### src/rtl/hs_regfile_scoreboard.sv
// Register file with a write-pending scoreboard between decode and writeback.
// Decode stalls on RAW/WAW hazards; an optional bypass forwards same-cycle writeback data.
module hs_regfile_scoreboard #(
    parameter int DATA_W   = 16,
    parameter int NUM_REGS = 16,
    parameter int ADDR_W   = $clog2(NUM_REGS),
    parameter bit BYPASS   = 1'b1,
    parameter bit R0_ZERO  = 1'b0
) (
    input  logic                clk,
    input  logic                reset_n,
    input  logic                issue_req,
    output logic                issue_ack,
    input  logic [ADDR_W-1:0]   issue_rs1,
    input  logic [ADDR_W-1:0]   issue_rs2,
    input  logic [ADDR_W-1:0]   issue_rd,
    input  logic                issue_we,
    output logic [DATA_W-1:0]   rd_data1,
    output logic [DATA_W-1:0]   rd_data2,
    input  logic                wb_req,
    output logic                wb_ack,
    input  logic [ADDR_W-1:0]   wb_addr,
    input  logic [DATA_W-1:0]   wb_data,
    input  logic                wb_we,
    output logic [NUM_REGS-1:0] busy_mask,
    output logic [ADDR_W:0]     pending_cnt,
    output logic                wb_err
);

    localparam logic [ADDR_W:0] REG_LIM = (ADDR_W+1)'(NUM_REGS);

    logic [DATA_W-1:0]   regs [NUM_REGS];
    logic [NUM_REGS-1:0] pending;
    logic [NUM_REGS-1:0] pending_nxt;
    logic [ADDR_W:0]     cnt_nxt;

    logic wb_fire, wb_write, wb_bad, pend_wb;
    logic fwd1, fwd2, fwdd;
    logic haz1, haz2, hazd;
    logic hazard, issue_set;

    function automatic logic in_range(input logic [ADDR_W-1:0] a);
        return {1'b0, a} < REG_LIM;
    endfunction

    function automatic logic is_zero_reg(input logic [ADDR_W-1:0] a);
        return R0_ZERO && (a == '0);
    endfunction

    // A "live" register is one that can hold data and be pending.
    function automatic logic live(input logic [ADDR_W-1:0] a);
        return in_range(a) && !is_zero_reg(a);
    endfunction

    assign wb_ack  = reset_n;
    assign wb_fire = wb_req & wb_ack & wb_we;

    assign fwd1 = BYPASS && wb_fire && (wb_addr == issue_rs1);
    assign fwd2 = BYPASS && wb_fire && (wb_addr == issue_rs2);
    assign fwdd = BYPASS && wb_fire && (wb_addr == issue_rd);

    assign haz1 = live(issue_rs1) && pending[issue_rs1] && !fwd1;
    assign haz2 = live(issue_rs2) && pending[issue_rs2] && !fwd2;
    assign hazd = live(issue_rd)  && pending[issue_rd]  && !fwdd;

    assign hazard    = haz1 | haz2 | (issue_we & hazd);
    assign issue_ack = reset_n & issue_req & ~hazard;
    assign issue_set = issue_ack & issue_we & live(issue_rd);

    assign pend_wb  = live(wb_addr) && pending[wb_addr];
    assign wb_write = wb_fire & live(wb_addr);
    // Writes to a hard-wired zero register are silently dropped; anything else not pending is an error.
    assign wb_bad   = wb_fire & ~is_zero_reg(wb_addr) & ~pend_wb;

    always_comb begin
        rd_data1 = '0;
        rd_data2 = '0;
        if (live(issue_rs1)) rd_data1 = fwd1 ? wb_data : regs[issue_rs1];
        if (live(issue_rs2)) rd_data2 = fwd2 ? wb_data : regs[issue_rs2];
    end

    // Clear from writeback is applied first so a same-cycle issue to that register keeps it pending.
    always_comb begin
        pending_nxt = pending;
        if (wb_write)  pending_nxt[wb_addr]  = 1'b0;
        if (issue_set) pending_nxt[issue_rd] = 1'b1;
        cnt_nxt = '0;
        for (int unsigned i = 0; i < NUM_REGS; i++) begin
            cnt_nxt = cnt_nxt + (ADDR_W+1)'(pending_nxt[i]);
        end
    end

    always_ff @(posedge clk or negedge reset_n) begin
        if (!reset_n) begin
            pending     <= '0;
            pending_cnt <= '0;
            wb_err      <= 1'b0;
        end else begin
            pending     <= pending_nxt;
            pending_cnt <= cnt_nxt;
            if (wb_bad) wb_err <= 1'b1;
        end
    end

    always_ff @(posedge clk or negedge reset_n) begin
        if (!reset_n) begin
            for (int unsigned i = 0; i < NUM_REGS; i++) regs[i] <= '0;
        end else if (wb_write) begin
            regs[wb_addr] <= wb_data;
        end
    end

    assign busy_mask = pending;

endmodule

### config.mk
export PLATFORM = sky130hd
export DESIGN_NAME = hs_regfile_scoreboard
export DESIGN_NICKNAME = d
export VERILOG_FILES = /design/src/rtl/hs_regfile_scoreboard.sv
export SDC_FILE = /design/constraint.sdc
export NUM_CORES = 1
export LEC_CHECK = 0
export ABC_AREA = 1
export BUFFER_PORTS_ARGS = -buffer_cell sky130_fd_sc_hd__buf_4
export CORE_ASPECT_RATIO = 0.5
export CORE_MARGIN = 3
export CORE_UTILIZATION = 55
export DETAILED_ROUTE_END_ITERATION = 8
export PLACE_DENSITY = 0.73
export RECOVER_POWER = 100
export SYNTH_ARGS = -nofsm -noshare
export SYNTH_HDL_FRONTEND = slang
export SYNTH_SLANG_ARGS = --single-unit
### constraint.sdc
create_clock -name clk -period 6.15 [get_ports clk]
set_input_delay 1.845 -clock clk [delete_from_list [all_inputs] [get_ports clk]]
set_output_delay 1.845 -clock clk [all_outputs]
set_load 0.05 [all_outputs]
# Word level (Yosys, flattened, before mapping)
# Index checks and enable logic that the tools add are counted.
[classes]
mux = 25
n_reduce_logical = 12
n_eq_ne = 3
n_addsub = 15
n_bitwise = 17
magnitude_cmp = 10
[ops]
columns = ["op", "count"]
rows = [
  ["$bwmux 256", 1],
  ["$mux 16", 9],
  ["$bmux 16 s4", 2],
  ["$demux 16 s4", 1],
  ["$add 5x1->5", 11],
  ["$lt 4x5->1 const B", 4],
  ["$and 16x16->16", 1],
  ["$bmux 1 s4", 4],
  ["$not 16->16", 1],
  ["$or 16x16->16", 1],
  ["$ge 5x5->1 const B", 3],
  ["$not 4->5", 3],
  ["$eq 4x4->1", 3],
  ["$logic_and 1x1->1", 9],
  ["$demux 1 s4", 2],
  ["$ge 4x1->1 const B", 2],
  ["$and 1x1->1", 7],
  ["$mux 1", 6],
  ["$add 4x1->5", 1],
  ["$lt 5x1->1 const B", 1],
  ["$add 3x1->4", 1],
  ["$add 2x1->3", 1],
  ["$logic_not 1->1", 3],
  ["$add 1x1->2", 1],
  ["other kinds (2)", 4],
]
[totals]
wordCells = 101
output_inout_bits = 56
ff_bits = 278
inputBits = 38

# Logic depth before layout (Yosys ltp)
[depth]
word_depth = 26
ltp_mapped = 25
mapped_depth_nobuf = 24

# Worst setup path before layout
# Ideal clock, no wire load.
[synth_timing]
kind = "input to register"
startpoint = "in wb_addr[0]"
endpoint = "reg pending_cnt[2]"
n_path_buf = 2
required_ns = 6.027
slack_ns = 0.186
setup_ns = 0.123
arrival_ns = 5.841
stages = 19
cell_sequence = "buf_4 > inv_4 > nor2_1 > a211oi_2 > nand3_1 > nand2_1 > nand4_4 > buf_6 > o21ai_2 > fa_1 > fa_1 > inv_1 > fa_1 > inv_1 > fa_1 > ha_1 > inv_1 > fa_1 > xnor2_1"
[synth_between]
elab_cells_between_ends = 43
cone_classes = "15 x add/sub; 2 x order compare; 3 x eq/ne; 4 x mux; 9 x bitwise; 10 x reduce/logical"
[synth_lines]
columns = ["item", "line", "text"]
rows = [
  ["start, declared", "22", "input logic [ADDR_W-1:0] wb_addr,"],
  ["branches (longest 9 deep; another with $lt 4x5->1)", "-", ""],
  ["$mux 16 *", "86", "if (issue_set) pending_nxt[issue_rd] = 1'b1;"],
  ["named net pending_nxt[15]", "34", "logic [NUM_REGS-1:0] pending_nxt;"],
  ["$add 5x1->5 *", "89", "cnt_nxt = cnt_nxt + (ADDR_W+1)'(pending_nxt[i]);"],
  ["named net cnt_nxt[2]", "35", "logic [ADDR_W:0] cnt_nxt;"],
  ["end signal, assigned", "100", "pending_cnt <= cnt_nxt;"],
  ["end, declared", "26", "output logic [ADDR_W:0] pending_cnt,"],
]
# Mark *: on every way through the listed nets, which the timed path passes.
# A chain may end at the register's enable or synchronous reset.

# Worst setup path after layout
[layout_timing]
startpoint = "in issue_rs2[1]"
endpoint = "out rd_data2[6]"
[layout_between]
elab_chain_cells = 5
elab_cells_between_ends = 7
cone_classes = "1 x eq/ne; 4 x mux; 1 x bitwise; 1 x reduce/logical"
[layout_rtl]
columns = ["item", "line", "text"]
rows = [
  ["start, declared", "15", "input logic [ADDR_W-1:0] issue_rs2,"],
  ["$not 4->5 (not written as such)", "79", "if (live(issue_rs2)) rd_data2 = fwd2 ? wb_data : regs[issue_rs2];"],
  ["$bmux 16 s4", "79", ""],
  ["$mux 16 (not written as such) (2 in series)", "79", ""],
  ["$mux 16 *", "79", ""],
  ["end, declared", "19", "output logic [DATA_W-1:0] rd_data2,"],
]
# Every way passes the cells marked *; elsewhere a longest branch is shown, timed or not. The select of a mux whose other input is x is not followed.

==> qor.yml <==
p_comb_share_pct: 23.7
r2r_slack_ps: 1390
dr.pass1.iters: 6
synth_area_leaders: "dfrtp_1 (43%), o21ai_0 (12%), nand2_1 (12%), nand3_1 (6.7%), o211ai_1 (6.5%)"
synth-simple-area-share_pct: 20.16
die_y_um: 127.1
synth-compound-area-share_pct: 25.29
ys_seq_area_share_pct: 43.14
diodes: 0
criticalPathCategory: "input pin to primary output"
cts_tree: "yes"
grt-ovfl-total: 0
maxCapViolCount: 17
start_util_pct: 57.09
worst_clock_skew_ps: 2.473
synth_mux_area_share_pct: 0
fin_crit_ps: 6022
r2r-start: "busy_mask[4]"
power_frac_clock_pct: 33.2
swShare_pct: 33.67
cpPeakStageDelay_ps: 570
p_int_uw: 3484
setup_viol: 0
worst_pin_slew_ps: 2325
multi_input_area_mm2: 0.007651
routed_wirelength_um: 52130
drc: 0
critPathSlowestCell: "buf_6"
grt_max_degree: 199
required_ps: 4300
holdCritStartpoint: "regs[41]"
synth.largest_area_cell: "dfrtp_1"
yosysWarnings: 0
vias_per_cell: 6.070
dr.max_layer_used: "met4"
worstPathCellList: "buf_4 -> buf_4 -> buf_4 -> buf_6 -> o211ai_1 -> nand3_1 -> nand3_1 -> a31oi_1 -> clkbuf_2"
cp_data_arrival_time_ps: 4180
fin_crit_sh_pct: 97.91
ctsHoldBuffers: 0
hold_end: "regs[41]"
fmax_ghz: 0.1661
drt_iter0_drc: 2259
synth_nets: 2235
synthXorXnorAreaFrac_pct: 0.4345
wl_per_cell_um: 20.16
synth-seq-cells: 278
synth_most_common_cell: "nand2_1"
die_w_um: 248.1
ys_types: 37
vias: 15700
failed_checks: "max-capacitance violations, max-slew violations"
post_cts_resize_count: 0
final_cells: 2586
met2WireLength_um: 22210
worst_path_most_repeated_cell: "buf_4"
grt_pass1_wl_um: 80840
cp-start-kind: "input pin"
p_switching_uw: 1768
p_leak_uw: 0.008013
drive_above_1_share_pct: 7.804
slew_headroom_pct: -55.00
nets: 2238
rr_worst_depth: 19
finalHoldViolCount: 0
async_reset_ff_share_pct: 100.0
areaGrowthSynthToFinish_pct: 9.901
core_mm2: 0.02825
row_count: 43
seq_area_mm2: 0.006957
die_area_mm2: 0.03153
io_buffers: 93
syn_area_per_cell_um2: 7.390
clk_pin_slew_ps: 70
h-tree-depth: 1
crit_fanout: 72
root_buffer: "clkbuf_16"
place_hpwl_um: 30280
seq_power_share_pct: 43.0
detail-route-antenna-nets: 0
io_pins: 94
synth_area_mm2: 0.01612
clk_path_buf_depth: 3
status: "complete, but fails checks"
syn_inst: 2182
place_inst: 2539
synth-adder-area-share_pct: 1.630
wl_met3_um: 5571
cp-end-kind: "primary output"
hold-path-cell-count: 2
cts_num_sinks: 278
rsz0062_at_grt: "no"
synth_top_family_by_area: "compound AO/OA/AOI/OAI gates"
r2r-end: "pending_cnt[4]"
clk_latency_ps: 550
fillers: 2631
gp_congestion: 0.9772
cts_setup_buffers: 0
power_density_mw_per_mm2: 296.4
synth_top_flop_cell: "dfrtp_1"
yosys.area.top_type_share_pct: 43.14
cts_made_buffers: 26
hold-worst-slack_ps: 485.9
m1WireLength_um: 22580
synthTopCellsByCount: "nand2_1 (500), o21ai_0 (383), dfrtp_1 (278), nand3_1 (215), inv_1 (180)"
antenna_found_initial: 0
holdCritPathClass: "flip-flop to flip-flop"
grt_pass1_vias: 14210
maxSlewViolCount: 736
synth_edf_count: 0
groute.usage.overall_pct: 32.99
max-vdd-ir-drop_mv: 0.2477
==> layer usage <==
| layer | track usage [%] | up-vias |
|---|---|---|
| li1 | - | 7396 |
| met1 | 48.94 | 7381 |
| met2 | 48.00 | 781 |
| met3 | 7.592 | 139 |
| met4 | 10.52 | 0 |
| met5 | 0 | - |
==> layout by cell type (no fill, tap or decap), types with 2 or more instances in the layout <==
cell type  count
dfrtp_1      278
o21ai_0      399
nand4_1        4
o211ai_1     140
o221ai_1       2
ha_1           5
buf_6          3
buf_4         82
clkbuf_1      55
inv_1        180
nand2_1      500
o21ai_2        5
bufinv_16      3
xnor2_1        6
nor2_1        54
a21oi_1      134
fa_1          10
clkinv_1       2
clkbuf_8       7
nor2_2         3
a22oi_1        3
clkbuf_2      17
a31oi_1       32
clkbuf_16     27
o21ai_1        4
nor3_1         3
nand3_1      215
clkinv_4       3
inv_2          3
clkbuf_4       3
clkinv_2       7
xor2_1         2
==> metrics by stage <==
stage | instance area (µm²) | power (µW) | setup TNS (ps) | utilization, % | setup slack (ps)
after floorplan | 16120 | 3147 | 0 | - | 186.2
after global routing | 17720 | 5523 | 0 | 62.74 | 54.18
after global placement | 17080 | 3519 | -37.67 | 60.46 | -28.69
after CTS | 17990 | 5298 | 0 | 63.70 | 87.06
final | 17720 | 5252 | 0 | 62.74 | 128.4
after detailed placement | 17080 | 3564 | -521.7 | 60.46 | -179.3
==> registers in the layout (all words and copies together), names as in the netlist <==
name	cells
busy_mask	16
wb_err	1
regs	256
pending_cnt	5
==> how the worst max path moves through the flow <==
stage / start / end / slack [ps] / cells after the start
final: issue_rs2[1] / rd_data2[6] / 130 / 9
after global placement: issue_rd[0] / pending_cnt[2] / -30 / 21
after detailed placement: issue_rd[0] / pending_cnt[4] / -180 / 23
after global routing: issue_rs2[0] / rd_data2[6] / 50 / 8
after floorplan: wb_addr[0] / pending_cnt[2] / 190 / 19
after CTS: issue_rs2[1] / rd_data2[13] / 90 / 9
==> power groups by stage <==
stage | clock network [µW] | logic (µW) | registers, µW
finish | 1740 | 1250 | 2260
global route | 1840 | 1400 | 2290
CTS | 1760 | 1290 | 2250
detailed placement | 0 | 1280 | 2280
global placement | 0 | 1240 | 2280
floorplan | 0 | 826 | 2320
==> cells by family (layout without fill, tap and decap cells) <==
family	after synthesis	count (layout)
compound gates	724	724
xor+xnor	8	8
fa+ha+maj	15	15
buf+inv	375	397
flops	278	278
simple gates	782	782
==> worst max-delay path: cells and delay by family <==
kind / cells / cell delay [ps]
AO/OA/AOI/OAI: 2 / 430
buffers and inverters: 5 / 1540
AND/OR/NAND/NOR: 2 / 290
==> final cells by class <==
class	instances	share of cell area (%)
clock inverters	13	0.8685
well taps	382	2.697
multi-input cells	1529	43.18
repair buffers	163	5.719
inverters	187	3.982
flip-flops and latches	278	39.26
clock buffers	34	4.300
Note: power is estimated with default switching activity, not from simulation.
